<file path="src/rtl/oam_dma_bus_ctrl_pkg.sv">
// Shared constants, state encoding and source-page helper for the OAM DMA bus controller.
// Optional feature macro: OAM_DMA_ECHO_REMAP_EN (echo-RAM source page remap).
package oam_dma_bus_ctrl_pkg;

    localparam int unsigned ADDR_W     = 16;
    localparam int unsigned DATA_W     = 8;
    localparam int unsigned IDX_W      = 8;
    localparam int unsigned PHASE_W    = 2;
    localparam int unsigned HRAM_AW    = 7;
    localparam int unsigned DMA_LEN    = 160;
    localparam int unsigned HRAM_DEPTH = 127;

    localparam logic [ADDR_W-1:0] ADDR_DMA  = 16'hFF46;
    localparam logic [ADDR_W-1:0] HRAM_BASE = 16'hFF80;
    localparam logic [ADDR_W-1:0] HRAM_LAST = 16'hFFFE;
    localparam logic [ADDR_W-1:0] OAM_BASE  = 16'hFE00;

    typedef enum logic [1:0] {
        IDLE   = 2'd0,
        START  = 2'd1,
        ACTIVE = 2'd2
    } dma_state_e;

    // Page actually driven on the system bus for a given FF46 value.
    function automatic logic [DATA_W-1:0] dma_src_page(input logic [DATA_W-1:0] src_hi);
`ifdef OAM_DMA_ECHO_REMAP_EN
        return (src_hi >= 8'hE0) ? DATA_W'(src_hi - 8'h20) : src_hi;
`else
        return src_hi;
`endif
    endfunction

endpackage

</file>
<file path="src/rtl/oam_dma_bus_ctrl_if.sv">
// CPU-side, system-side and OAM-side bus signals of the OAM DMA bus controller.
interface oam_dma_bus_ctrl_if;

    logic        cpu_phi;
    logic [15:0] cpu_a;
    logic [7:0]  cpu_dout;
    logic [7:0]  cpu_din;
    logic        cpu_rd;
    logic        cpu_wr;
    logic [15:0] sys_a;
    logic [7:0]  sys_dout;
    logic [7:0]  sys_din;
    logic        sys_rd;
    logic        sys_wr;
    logic [7:0]  oam_a;
    logic [7:0]  oam_dout;
    logic        oam_wr;
    logic        dma_active;

    // Controller side.
    modport slave (
        input  cpu_phi, cpu_a, cpu_dout, cpu_rd, cpu_wr, sys_din,
        output cpu_din, sys_a, sys_dout, sys_rd, sys_wr,
        output oam_a, oam_dout, oam_wr, dma_active
    );

    // CPU / memory / OAM environment side.
    modport master (
        output cpu_phi, cpu_a, cpu_dout, cpu_rd, cpu_wr, sys_din,
        input  cpu_din, sys_a, sys_dout, sys_rd, sys_wr,
        input  oam_a, oam_dout, oam_wr, dma_active
    );

endinterface

</file>
<file path="src/rtl/oam_dma_bus_ctrl_hram.sv">
// 127x8 high RAM: synchronous write, registered read; contents are not reset.
module oam_dma_bus_ctrl_hram
    import oam_dma_bus_ctrl_pkg::*;
(
    input  logic               clk,
    input  logic               we_i,
    input  logic [HRAM_AW-1:0] addr_i,
    input  logic [DATA_W-1:0]  wdata_i,
    output logic [DATA_W-1:0]  rdata_o
);

    logic [DATA_W-1:0] mem_q [HRAM_DEPTH];
    logic [DATA_W-1:0] mem_d [HRAM_DEPTH];
    logic [DATA_W-1:0] rdata_q;
    logic [DATA_W-1:0] rdata_d;
    logic              addr_ok_c;

    // Next array contents and read data; index 127 is outside the array.
    always_comb begin
        mem_d     = mem_q;
        addr_ok_c = (addr_i < HRAM_AW'(HRAM_DEPTH));
        rdata_d   = '0;
        if (addr_ok_c) begin
            rdata_d = mem_q[addr_i];
            if (we_i) begin
                mem_d[addr_i] = wdata_i;
            end
        end
    end

    // Array and read-data registers.
    always_ff @(posedge clk) begin
        mem_q   <= mem_d;
        rdata_q <= rdata_d;
    end

    assign rdata_o = rdata_q;

endmodule

</file>
<file path="src/rtl/oam_dma_bus_ctrl.sv">
// OAM DMA register (FF46), HRAM owner and CPU/system bus arbiter.
// Optional feature macro: OAM_DMA_ECHO_REMAP_EN (E0-FF source pages read from C0-DF).
module oam_dma_bus_ctrl
    import oam_dma_bus_ctrl_pkg::*;
(
    input  logic              clk,
    input  logic              rst,
    oam_dma_bus_ctrl_if.slave bus
);

    dma_state_e          state_q, state_d;
    logic [DATA_W-1:0]   src_hi_q, src_hi_d;
    logic [IDX_W-1:0]    idx_q, idx_d;
    logic [PHASE_W-1:0]  phase_q, phase_d;
    logic                phi_q, phi_d;
    logic                oam_wr_q, oam_wr_d;
    logic [IDX_W-1:0]    oam_a_q, oam_a_d;
    logic [DATA_W-1:0]   oam_dout_q, oam_dout_d;

    logic                phi_rise_c;
    logic [PHASE_W-1:0]  cur_phase_c;
    logic                hit_hram_c;
    logic                hit_dma_c;
    logic                local_c;
    logic                ff46_wr_c;
    logic                dma_active_c;
    logic [HRAM_AW-1:0]  hram_addr_c;
    logic                hram_we_c;
    logic [DATA_W-1:0]   hram_rdata;

    logic [ADDR_W-1:0]   sys_a_c;
    logic [DATA_W-1:0]   sys_dout_c;
    logic                sys_rd_c;
    logic                sys_wr_c;
    logic [DATA_W-1:0]   cpu_din_c;

    // M-cycle phase tracking: a phi rising edge forces phase 0 in that clk.
    always_comb begin
        phi_d       = bus.cpu_phi;
        phi_rise_c  = bus.cpu_phi && !phi_q;
        cur_phase_c = phi_rise_c ? '0 : phase_q;
        phase_d     = PHASE_W'(cur_phase_c + PHASE_W'(1));
    end

    // CPU address decode for the locally served regions.
    always_comb begin
        hit_hram_c   = (bus.cpu_a >= HRAM_BASE) && (bus.cpu_a <= HRAM_LAST);
        hit_dma_c    = (bus.cpu_a == ADDR_DMA);
        local_c      = hit_hram_c || hit_dma_c;
        ff46_wr_c    = bus.cpu_wr && hit_dma_c;
        hram_we_c    = bus.cpu_wr && hit_hram_c;
        hram_addr_c  = HRAM_AW'(bus.cpu_a - HRAM_BASE);
        dma_active_c = (state_q == ACTIVE);
    end

    // DMA sequencer: next state, byte index, source latch and OAM write port.
    always_comb begin
        state_d    = state_q;
        idx_d      = idx_q;
        src_hi_d   = src_hi_q;
        oam_wr_d   = 1'b0;
        oam_a_d    = oam_a_q;
        oam_dout_d = oam_dout_q;

        case (state_q)
            IDLE: begin
                idx_d = '0;
            end
            START: begin
                // Enter ACTIVE so that its first clk is a phase-0 clk.
                if (cur_phase_c == PHASE_W'(3)) begin
                    state_d = ACTIVE;
                    idx_d   = '0;
                end
            end
            ACTIVE: begin
                // Byte captured at phase 2 is presented to OAM during phase 3.
                if (cur_phase_c == PHASE_W'(2)) begin
                    oam_wr_d   = 1'b1;
                    oam_a_d    = idx_q;
                    oam_dout_d = bus.sys_din;
                end
                if (cur_phase_c == PHASE_W'(3)) begin
                    if (idx_q == IDX_W'(DMA_LEN - 1)) begin
                        state_d = IDLE;
                        idx_d   = '0;
                    end else begin
                        idx_d = IDX_W'(idx_q + IDX_W'(1));
                    end
                end
            end
            default: begin
                state_d = IDLE;
                idx_d   = '0;
            end
        endcase

        // A register write restarts from any state; an OAM write already queued still goes out.
        if (ff46_wr_c) begin
            src_hi_d = bus.cpu_dout;
            state_d  = START;
            idx_d    = '0;
        end
    end

    // Controller state registers.
    always_ff @(posedge clk) begin
        if (rst) begin
            state_q    <= IDLE;
            src_hi_q   <= '0;
            idx_q      <= '0;
            phase_q    <= '0;
            phi_q      <= 1'b0;
            oam_wr_q   <= 1'b0;
            oam_a_q    <= '0;
            oam_dout_q <= '0;
        end else begin
            state_q    <= state_d;
            src_hi_q   <= src_hi_d;
            idx_q      <= idx_d;
            phase_q    <= phase_d;
            phi_q      <= phi_d;
            oam_wr_q   <= oam_wr_d;
            oam_a_q    <= oam_a_d;
            oam_dout_q <= oam_dout_d;
        end
    end

    // Bus ownership: DMA drives the system bus while active, otherwise pass-through.
    always_comb begin
        sys_a_c    = bus.cpu_a;
        sys_dout_c = bus.cpu_dout;
        sys_rd_c   = bus.cpu_rd && !local_c;
        sys_wr_c   = bus.cpu_wr && !local_c;
        cpu_din_c  = bus.sys_din;

        if (dma_active_c) begin
            sys_a_c    = {dma_src_page(src_hi_q), idx_q};
            sys_dout_c = '0;
            sys_rd_c   = (cur_phase_c == PHASE_W'(0)) || (cur_phase_c == PHASE_W'(1));
            sys_wr_c   = 1'b0;
            cpu_din_c  = 8'hFF;
        end

        if (hit_hram_c) begin
            cpu_din_c = hram_rdata;
        end else if (hit_dma_c) begin
            cpu_din_c = src_hi_q;
        end
    end

    oam_dma_bus_ctrl_hram u_hram (
        .clk     (clk),
        .we_i    (hram_we_c),
        .addr_i  (hram_addr_c),
        .wdata_i (bus.cpu_dout),
        .rdata_o (hram_rdata)
    );

    assign bus.sys_a      = sys_a_c;
    assign bus.sys_dout   = sys_dout_c;
    assign bus.sys_rd     = sys_rd_c;
    assign bus.sys_wr     = sys_wr_c;
    assign bus.cpu_din    = cpu_din_c;
    assign bus.oam_a      = oam_a_q;
    assign bus.oam_dout   = oam_dout_q;
    assign bus.oam_wr     = oam_wr_q;
    assign bus.dma_active = dma_active_c;

endmodule

</file>
<file path="src/flat_wrapper.sv">
// flat-port wrapper written by rule: the top's interface ports become plain ports
module oam_dma_bus_ctrl_flat import oam_dma_bus_ctrl_pkg::*;
  (clk, rst, bus_cpu_phi, bus_cpu_a, bus_cpu_dout, bus_cpu_rd, bus_cpu_wr, bus_sys_din, bus_cpu_din, bus_sys_a, bus_sys_dout, bus_sys_rd, bus_sys_wr, bus_oam_a, bus_oam_dout, bus_oam_wr, bus_dma_active);
  oam_dma_bus_ctrl_if bus_i ();
  input  logic clk;
  input  logic rst;
  input wire logic [$bits(bus_i.cpu_phi)-1:0] bus_cpu_phi;
  input wire logic [$bits(bus_i.cpu_a)-1:0] bus_cpu_a;
  input wire logic [$bits(bus_i.cpu_dout)-1:0] bus_cpu_dout;
  input wire logic [$bits(bus_i.cpu_rd)-1:0] bus_cpu_rd;
  input wire logic [$bits(bus_i.cpu_wr)-1:0] bus_cpu_wr;
  input wire logic [$bits(bus_i.sys_din)-1:0] bus_sys_din;
  output wire logic [$bits(bus_i.cpu_din)-1:0] bus_cpu_din;
  output wire logic [$bits(bus_i.sys_a)-1:0] bus_sys_a;
  output wire logic [$bits(bus_i.sys_dout)-1:0] bus_sys_dout;
  output wire logic [$bits(bus_i.sys_rd)-1:0] bus_sys_rd;
  output wire logic [$bits(bus_i.sys_wr)-1:0] bus_sys_wr;
  output wire logic [$bits(bus_i.oam_a)-1:0] bus_oam_a;
  output wire logic [$bits(bus_i.oam_dout)-1:0] bus_oam_dout;
  output wire logic [$bits(bus_i.oam_wr)-1:0] bus_oam_wr;
  output wire logic [$bits(bus_i.dma_active)-1:0] bus_dma_active;
  assign bus_i.cpu_phi = bus_cpu_phi;
  assign bus_i.cpu_a = bus_cpu_a;
  assign bus_i.cpu_dout = bus_cpu_dout;
  assign bus_i.cpu_rd = bus_cpu_rd;
  assign bus_i.cpu_wr = bus_cpu_wr;
  assign bus_i.sys_din = bus_sys_din;
  assign bus_cpu_din = bus_i.cpu_din;
  assign bus_sys_a = bus_i.sys_a;
  assign bus_sys_dout = bus_i.sys_dout;
  assign bus_sys_rd = bus_i.sys_rd;
  assign bus_sys_wr = bus_i.sys_wr;
  assign bus_oam_a = bus_i.oam_a;
  assign bus_oam_dout = bus_i.oam_dout;
  assign bus_oam_wr = bus_i.oam_wr;
  assign bus_dma_active = bus_i.dma_active;
  oam_dma_bus_ctrl u_core (.clk(clk), .rst(rst), .bus(bus_i));
endmodule
</file>
<file path="config.mk">
export PLATFORM = sky130hd
export DESIGN_NAME = oam_dma_bus_ctrl_flat
export DESIGN_NICKNAME = d
export VERILOG_FILES = /design/src/rtl/oam_dma_bus_ctrl_pkg.sv /design/src/rtl/oam_dma_bus_ctrl_if.sv /design/src/rtl/oam_dma_bus_ctrl_hram.sv /design/src/rtl/oam_dma_bus_ctrl.sv /design/src/flat_wrapper.sv
export SDC_FILE = /design/constraint.sdc
export NUM_CORES = 1
export LEC_CHECK = 0
export BUFFER_PORTS_ARGS = -buffer_cell sky130_fd_sc_hd__buf_2
export CORE_MARGIN = 1
export CORE_UTILIZATION = 40
export CTS_CLUSTER_SIZE = 16
export DETAILED_ROUTE_END_ITERATION = 12
export SLEW_MARGIN = 40
export SYNTH_ARGS = -nofsm -noshare
export SYNTH_HDL_FRONTEND = slang
export SYNTH_SLANG_ARGS = --single-unit
</file>
<file path="constraint.sdc">
create_clock -name clk -period 3 [get_ports clk]
set_input_delay 0.3 -clock clk [delete_from_list [all_inputs] [get_ports clk]]
set_output_delay 0.3 -clock clk [all_outputs]
set_load 0.05 [all_outputs]
</file>
==> results of run 1 <==
logic make-up (layout without fill, tap and decap cells):
group	Yosys count	count (layout)	synth area share [%]
adders and majority gates	3	3	0.0891
buffers and inverters	137	526	2.04
xor gates and xnor gates	4	4	0.0832
other	0	1	0
muxes	361	361	14.3
DFF	1062	1062	74.6
and+or+nand+nor	488	488	5.39
AOI/OAI and AO/OA	222	222	3.52
synth_stat cells, drive strengths merged:
master,number
nand4b,2
o2111ai,8
a32oi,1
nor3b,2
dfxtp,46
inv,2
ha,3
or2,2
or3,7
nor4b,2
nand4,4
a211o,1
nor2,170
nand3b,9
mux2i,172
a22oi,84
nor3,7
a31oi,1
xnor2,2
and2,16
mux4,189
a2111oi,7
xor2,2
nor2b,13
clkbuf,43
o211ai,15
nand3,54
and3b,2
or4b,2
a21oi,71
o21bai,1
nand4bb,1
nor4,1
nand2b,13
and3,16
a211oi,2
o31a,1
nand2,165
buf,92
edfxtp,1016
o21ai,30
layout make-up:
type / instances / area share [%]
flip-flops and latches: 1062 / 64.1
repair buffers: 328 / 5.28
clock buffers: 140 / 5.88
diodes: 1 / 0.00510
clock inverters: 56 / 1.14
inverters: 2 / 0.0153
multi-input cells: 1078 / 20.1
well taps: 1380 / 3.52
power groups by stage:
stage | clock, mW | combinational [mW] | sequential, mW
finish | 13.2 | 1.62 | 16.3
CTS | 13.4 | 1.63 | 16.3
floorplan | 0 | 0.905 | 16.6
global placement | 0 | 1.59 | 16.6
detailed placement | 0 | 1.62 | 16.6
global route | 13.9 | 1.72 | 16.3
path summary, 6_finish.rpt:
check,startpoint,to,slack [ns],depth (start not counted)
max,u_core.state_q[0],bus_cpu_din[4],0.25,7
min,bus_cpu_dout[2],u_core.u_hram.mem_q[178],0.07,1
max reg2reg,u_core.u_hram.mem_q[617],u_core.u_hram.rdata_o[1],0.74,5
min reg2reg,u_core.bus.oam_a[2],u_core.bus.oam_a[2],0.46,2
repair_timing:
| item | 4_1_cts | 5_1_grt |
|---|---|---|
| endpoints found under the hold margin | 9 | 0 |
| resized for setup | 0 | 0 |
| hold buffers | 9 | 0 |
metrics by stage:
stage | power, mW | setup slack (ns)
floorplan | 17.5 | 0.196
global placement | 18.2 | 0.138
detailed placement | 18.2 | 0.132
CTS | 31.3 | 0.232
global route | 31.9 | 0.0312
finish | 31.1 | 0.252
flip-flops by register name, summed over array words and instances (netlist names):
name,cells
u_core.bus.oam_a,8
u_core.bus.oam_dout,8
u_core.bus.oam_wr,1
u_core.idx_q,8
u_core.phase_q,2
u_core.phi_q,1
u_core.src_hi_q,8
u_core.state_q,2
u_core.u_hram.mem_q,1016
u_core.u_hram.rdata_o,8
worst max-delay path, cell delays in order, from the launching register on:
cell                       delay, ns
sky130_fd_sc_hd__dfxtp_1        0.33
sky130_fd_sc_hd__nand2b_1       0.17
sky130_fd_sc_hd__inv_1          0.55
sky130_fd_sc_hd__nor2_1         0.09
sky130_fd_sc_hd__nor2_1         0.12
sky130_fd_sc_hd__a21oi_1        0.05
sky130_fd_sc_hd__o21ai_1        0.17
sky130_fd_sc_hd__buf_2          0.29
layer usage:
| layer | vias up | track usage [%] |
|---|---|---|
| met2 | 823 | 31.2 |
| met3 | 145 | 3.44 |
| met1 | 11700 | 28.5 |
| met4 | 8 | 4.56 |
| met5 | - | 0 |
| li1 | 9714 | - |
==> results.ini, run 1 <==
[outcome]
run_status=complete, no violations

[setup_path]
worst-endpoint-required_ns=2.70
cp.arrival_ns=2.45
endpoint_kind=output port
crit_path_max_fanout=25
crit_path_start_kind=flop
setup.worst_path.class=flop to output port

[logic_synthesis]
yosys.area.top_type=sky130_fd_sc_hd__edfxtp_1
synth-seq-cells=1062
synth.cell_area_um2=42100
synth.avg_cell_area_um2=18.5
synth.top_cell.area_share_pct=72.4
ys_top_cells_by_area=sky130_fd_sc_hd__edfxtp_1, sky130_fd_sc_hd__mux4_2, sky130_fd_sc_hd__mux2i_1, sky130_fd_sc_hd__dfxtp_1, sky130_fd_sc_hd__nor2_1
yosys_cell_types=56
synth_fp_nets=2317
seq_area_frac_synth_pct=74.6
number_of_cells_produced_by_synthesis=2277
yosys_warnings=0

[die]
std_cell_rows=118
fp.dieArea_um2=107000
fp.coreArea_um2=104000
effective_utilization_at_floorplan_pct=40.5
pin_count=89
die_y_um=327
die_x_um=327

[clocking]
tritoncts=done
cts_buffer_count=108
clk_root_buffer_cell=sky130_fd_sc_hd__clkbuf_16
cts-root-to-sink-buffers=3
h_tree_depth=3
post-cts-setup-buffer-count=0
worstSkewPairLatency_ns=0.69
clock-sinks=1062
post_cts_clock_slew_at_the_launch_and_capture_registers_of_the_worst_setup_and_hold_paths_ns=0.06

[min_path]
hold_path_class=primary input to flop

[layout]
drive_above_1_share_pct=25.2
seq_area_um2=31400
final_cell_mix=sky130_fd_sc_hd__edfxtp_1, sky130_fd_sc_hd__buf_4, sky130_fd_sc_hd__mux4_2
numnets_final=2620
final_cell_count_no_fill=4047
flow.area_growth_from_synthesis_pct=16.4
stdcell_area_um2=49100
multi_input_combinational_cell_area_um2=9860
final_core_utilization_pct=47.2
fillCellCount=8716
mostFrequentLayoutCell=sky130_fd_sc_hd__edfxtp_1

[placed_design]
gpl.final_weighted_congestion=0.950
dp.cells=3841
port_buffers=88
placed_cell_area_um2=45500
hpwl_after_detailed_placement_um=67800

[timing]
timing.final.crit_share_pct=91.6
timing.hold.ws_ns=0.0680
finalSetupViolations=0
max_freq_mhz=364
skew_ns=0.0259
worst_pin_slew_ns=0.749
rsz_0062_raised_after_global_routing=no
period_needed_ns=2.75
final_max_slew_viol_count=0
slew_headroom_pct=50.0
timing.setup.tns_ns=0
final_hold_viol_count=0

[grt]
grt_pass1_wl_um=155000
grtUsageTotal_pct=19.7
grt_pass1_vias=22800
grt_antenna_before_repair=6
grt_max_degree=105
grt_overflow_total=0

[power_and_ir_drop]
combPwrFrac_pct=5.2
clkPwrFrac_pct=42.4
power.ir.vdd_worst_mv=0.510
power.leakage_nw=16.3
p_per_area_nw_per_um2=633
seq_power_share_pct=52.4
power_switching_mw=6.56
internal_power_mw=24.5
swShare_pct=21.1

[drt]
wl_met3_um=7350
route.layer.met1.wl_um=46000
vias=22400
postRouteWirelength_um=105000
dr_drc_count=0
drt_first_pass_iters=5
drt_iter0_drc=2348
wl_met2_um=49200
via_per_inst=5.54
ant_nets=0
highest_layer=met5
detail_route.wl_per_cell_um=25.9

[run]
max-cap-violations=0

Note: power is estimated with default switching activity, not from simulation.
==> run 2: changes to the inputs <==
--- a/config.mk
+++ b/config.mk
@@ -6,10 +6,13 @@
 export NUM_CORES = 1
 export LEC_CHECK = 0
 export BUFFER_PORTS_ARGS = -buffer_cell sky130_fd_sc_hd__buf_2
+export CELL_PAD_IN_SITES_DETAIL_PLACEMENT = 1
+export CELL_PAD_IN_SITES_GLOBAL_PLACEMENT = 1
 export CORE_MARGIN = 1
 export CORE_UTILIZATION = 40
 export CTS_CLUSTER_SIZE = 16
 export DETAILED_ROUTE_END_ITERATION = 12
+export PLACE_DENSITY_LB_ADDON = 0.1
 export SLEW_MARGIN = 40
 export SYNTH_ARGS = -nofsm -noshare
 export SYNTH_HDL_FRONTEND = slang
==> constraint.sdc (replaced) <==
create_clock -name clk -period 2.51 [get_ports clk]
set_input_delay 0.251 -clock clk [delete_from_list [all_inputs] [get_ports clk]]
set_output_delay 0.251 -clock clk [all_outputs]
set_load 0.05 [all_outputs]
==> results.ini, run 2 (synthesis results as in run 1) <==
[min_path]
worst_hold_path.num_cells=1  ; unchanged
hold-path-endpoint=u_core.u_hram.mem_q[184]  ; was u_core.u_hram.mem_q[178]
hold_path_class=primary input to flop  ; unchanged
holdCritStartpoint=bus_cpu_dout[0]  ; was bus_cpu_dout[2]

[setup_path]
rrSetupSlack_ns=0.09  ; was 0.74 ns
worstPathBufferInverterCount=4  ; was 2
r2r_endpoint=u_core.u_hram.rdata_o[1]  ; unchanged
cp_common_cell=sky130_fd_sc_hd__buf_2  ; was sky130_fd_sc_hd__nor2_1
worstPathCellList=buf_2 -> nand4_1 -> buf_4 -> nor4_4 -> buf_12 -> a21oi_1 -> o21ai_2 -> buf_2  ; was nand2b_1 -> inv_1 -> nor2_1 -> nor2_1 -> a21oi_1 -> o21ai_1 -> buf_2
crit_path_start_kind=primary input  ; was flop
setup.worst_path.class=primary input to output port  ; was flop to output port
endpoint_kind=output port  ; unchanged
worst_path_largest_cell_delay_ns=0.39  ; was 0.55 ns
worst_r2r_startpoint=u_core.u_hram.mem_q[593]  ; was u_core.u_hram.mem_q[617]
worst_r2r_path_depth=6  ; was 5
crit_cells=8  ; was 7
worst-endpoint-required_ns=2.26  ; was 2.70 ns
worst_path_dominant_cell_family=buffers and inverters  ; unchanged
cp.arrival_ns=2.17  ; was 2.45 ns
crit_path_max_fanout=19  ; was 25
crit_slowest_cell=sky130_fd_sc_hd__nor4_4  ; was sky130_fd_sc_hd__inv_1

[timing]
final_hold_viol_count=0  ; unchanged
period_needed_ns=2.42
max_freq_mhz=413
finalSetupViolations=0  ; unchanged
slew_headroom_pct=41.2  ; was 50.0%
worst_pin_slew_ns=0.882  ; was 0.749 ns
timing.final.crit_share_pct=96.5
timing.hold.ws_ns=0.0284  ; was 0.0680 ns
rsz_0062_raised_after_global_routing=no  ; unchanged
skew_ns=0.0219  ; was 0.0259 ns
finalWorstSetupSlack_ns=0.0871  ; was 0.252 ns
timing.setup.tns_ns=0  ; unchanged
final_max_slew_viol_count=0  ; unchanged

[grt]
grtUsageTotal_pct=22.0  ; was 19.7%
groute.layer.met3.usage_pct=3.32  ; was 3.44%
grt_max_degree=94  ; was 105
grt_busiest_layer=met2  ; unchanged
grt_pass1_vias=24400  ; was 22,800
met2_track_demand_over_resource_pct=36.0  ; was 31.2%
grt_antenna_before_repair=6  ; unchanged
globalRouteMet1Util_pct=31.1  ; was 28.5%
grt_pass1_wl_um=171000  ; was 155,000 µm
grt_overflow_total=0  ; unchanged

[placed_design]
dpl_worst_slack_ns=-0.337  ; was 0.132 ns
placed_cell_area_um2=47300  ; was 45,500 µm²
hpwl_after_detailed_placement_um=77600  ; was 67,800 µm
port_buffers=88  ; unchanged
gpl.final_weighted_congestion=0.852  ; was 0.950

[layout]
drive_above_1_share_pct=30.9  ; was 25.2%
final_cell_mix=sky130_fd_sc_hd__edfxtp_1, sky130_fd_sc_hd__buf_4, sky130_fd_sc_hd__mux4_2  ; unchanged
flow.area_growth_from_synthesis_pct=21.4  ; was 16.4%
largest_reg_flops=1016  ; unchanged
stdcell_area_um2=51100  ; was 49,100 µm²
regMostFlops=u_core.u_hram.mem_q  ; unchanged
mostFrequentLayoutCell=sky130_fd_sc_hd__edfxtp_1  ; unchanged
numnets_final=2704  ; was 2,620
fillCellCount=9653  ; was 8,716

[clocking]
h_tree_depth=3  ; unchanged
tritoncts=done  ; unchanged
cts_buffer_count=114  ; was 108
cts-root-to-sink-buffers=3  ; unchanged
clk_root_buffer_cell=sky130_fd_sc_hd__clkbuf_16  ; unchanged
worstSkewPairLatency_ns=0.69  ; about the same
post_cts_clock_slew_at_the_launch_and_capture_registers_of_the_worst_setup_and_hold_paths_ns=0.06  ; about the same
clock-sinks=1062  ; unchanged

[outcome]
run_status=complete, no violations  ; unchanged

[power_and_ir_drop]
power.leakage_nw=17.1  ; was 16.3 nW
p_per_area_nw_per_um2=745  ; was 633 nW/µm²
power.ir.vdd_worst_mv=0.506  ; was 0.510 mV

[die]
pin_count=89  ; unchanged
effective_utilization_at_floorplan_pct=40.5  ; unchanged
die_x_um=327  ; unchanged
fp.coreArea_um2=104000  ; unchanged
fp.dieArea_um2=107000  ; unchanged
std_cell_rows=118  ; unchanged
die_y_um=327  ; unchanged

[run]
max-cap-violations=0  ; unchanged

[drt]
drt_first_pass_iters=4  ; was 5
via_per_inst=5.47  ; was 5.54
postRouteWirelength_um=116000  ; was 105,000 µm
drt_iter0_drc=1746  ; was 2,348
vias=22600  ; was 22,400
detail_route.wl_per_cell_um=28.1  ; was 25.9 µm
ant_nets=0  ; unchanged
dr_drc_count=0  ; unchanged

[run 2: worst max-delay path by stage]
stage,from,end,slack (ns)
finish,bus_cpu_a[9],bus_cpu_din[0],0.09
global route,bus_cpu_a[3],bus_cpu_din[0],0.02
CTS,bus_cpu_a[9],bus_cpu_din[7],0.05
detailed placement,bus_cpu_a[2],u_core.u_hram.rdata_o[0],-0.34
global placement,bus_cpu_a[2],u_core.u_hram.rdata_o[2],-0.33
floorplan,bus_cpu_a[3],bus_cpu_din[3],-0.20
[run 2: final cells by class]
class / count / area [µm²] / area share, %
Antenna cell: 1 / 2.50 / 0.00489
Clock buffer: 139 / 3020 / 5.90
Clock inverter: 72 / 673 / 1.32
Inverter: 2 / 11.3 / 0.0220
Multi-Input combinational cell: 1078 / 10100 / 19.7
Sequential cell: 1062 / 31400 / 61.5
Tap cell: 1380 / 1730 / 3.38
Timing Repair Buffer: 405 / 4200 / 8.21
Timing Repair inverter: 1 / 7.51 / 0.0147
[run 2: repair_timing]
item,4_1_cts,5_1_grt
pin swaps,0,1
buffers inserted,1,0
setup endpoints to repair,19,3
cloned,1,0
hold buffers,15,0
resized for setup,4,4
endpoints found under the hold margin,69,0
[run 2: metrics by stage]
stage / total power, mW / util [%] / instances
2_1_floorplan: 20.9 / - / 2277
3_3_place_gp: 21.9 / 45.5 / 3911
3_5_place_dp: 21.9 / 45.5 / 3911
4_1_cts: 38.5 / 49.2 / 4139
5_1_grt: 39.2 / 49.2 / 4139
6_report: 38.1 / 49.2 / 4140
[run 2: worst register-to-register path, cell delays in order, from the launching register on]
cell and delay (ns):
sky130_fd_sc_hd__edfxtp_1 0.38, sky130_fd_sc_hd__mux4_2 0.52, sky130_fd_sc_hd__mux4_2 0.50, sky130_fd_sc_hd__o21ai_0 0.39, sky130_fd_sc_hd__buf_4 0.19, sky130_fd_sc_hd__or3_1 0.19, sky130_fd_sc_hd__a2111oi_2 0.10
[run 2: report_power, final]
| group | internal (mW) | switching, mW |
|---|---|---|
| clock network | 9.66 | 6.91 |
| logic | 0.761 | 1.33 |
| registers | 19.4 | 0.0427 |
[run 2: metal layers]
metal	vias up	wire length, µm
met5	-	30
met4	4	2420
met3	144	5110
met2	549	56400
met1	12000	52500
li1	9908	-
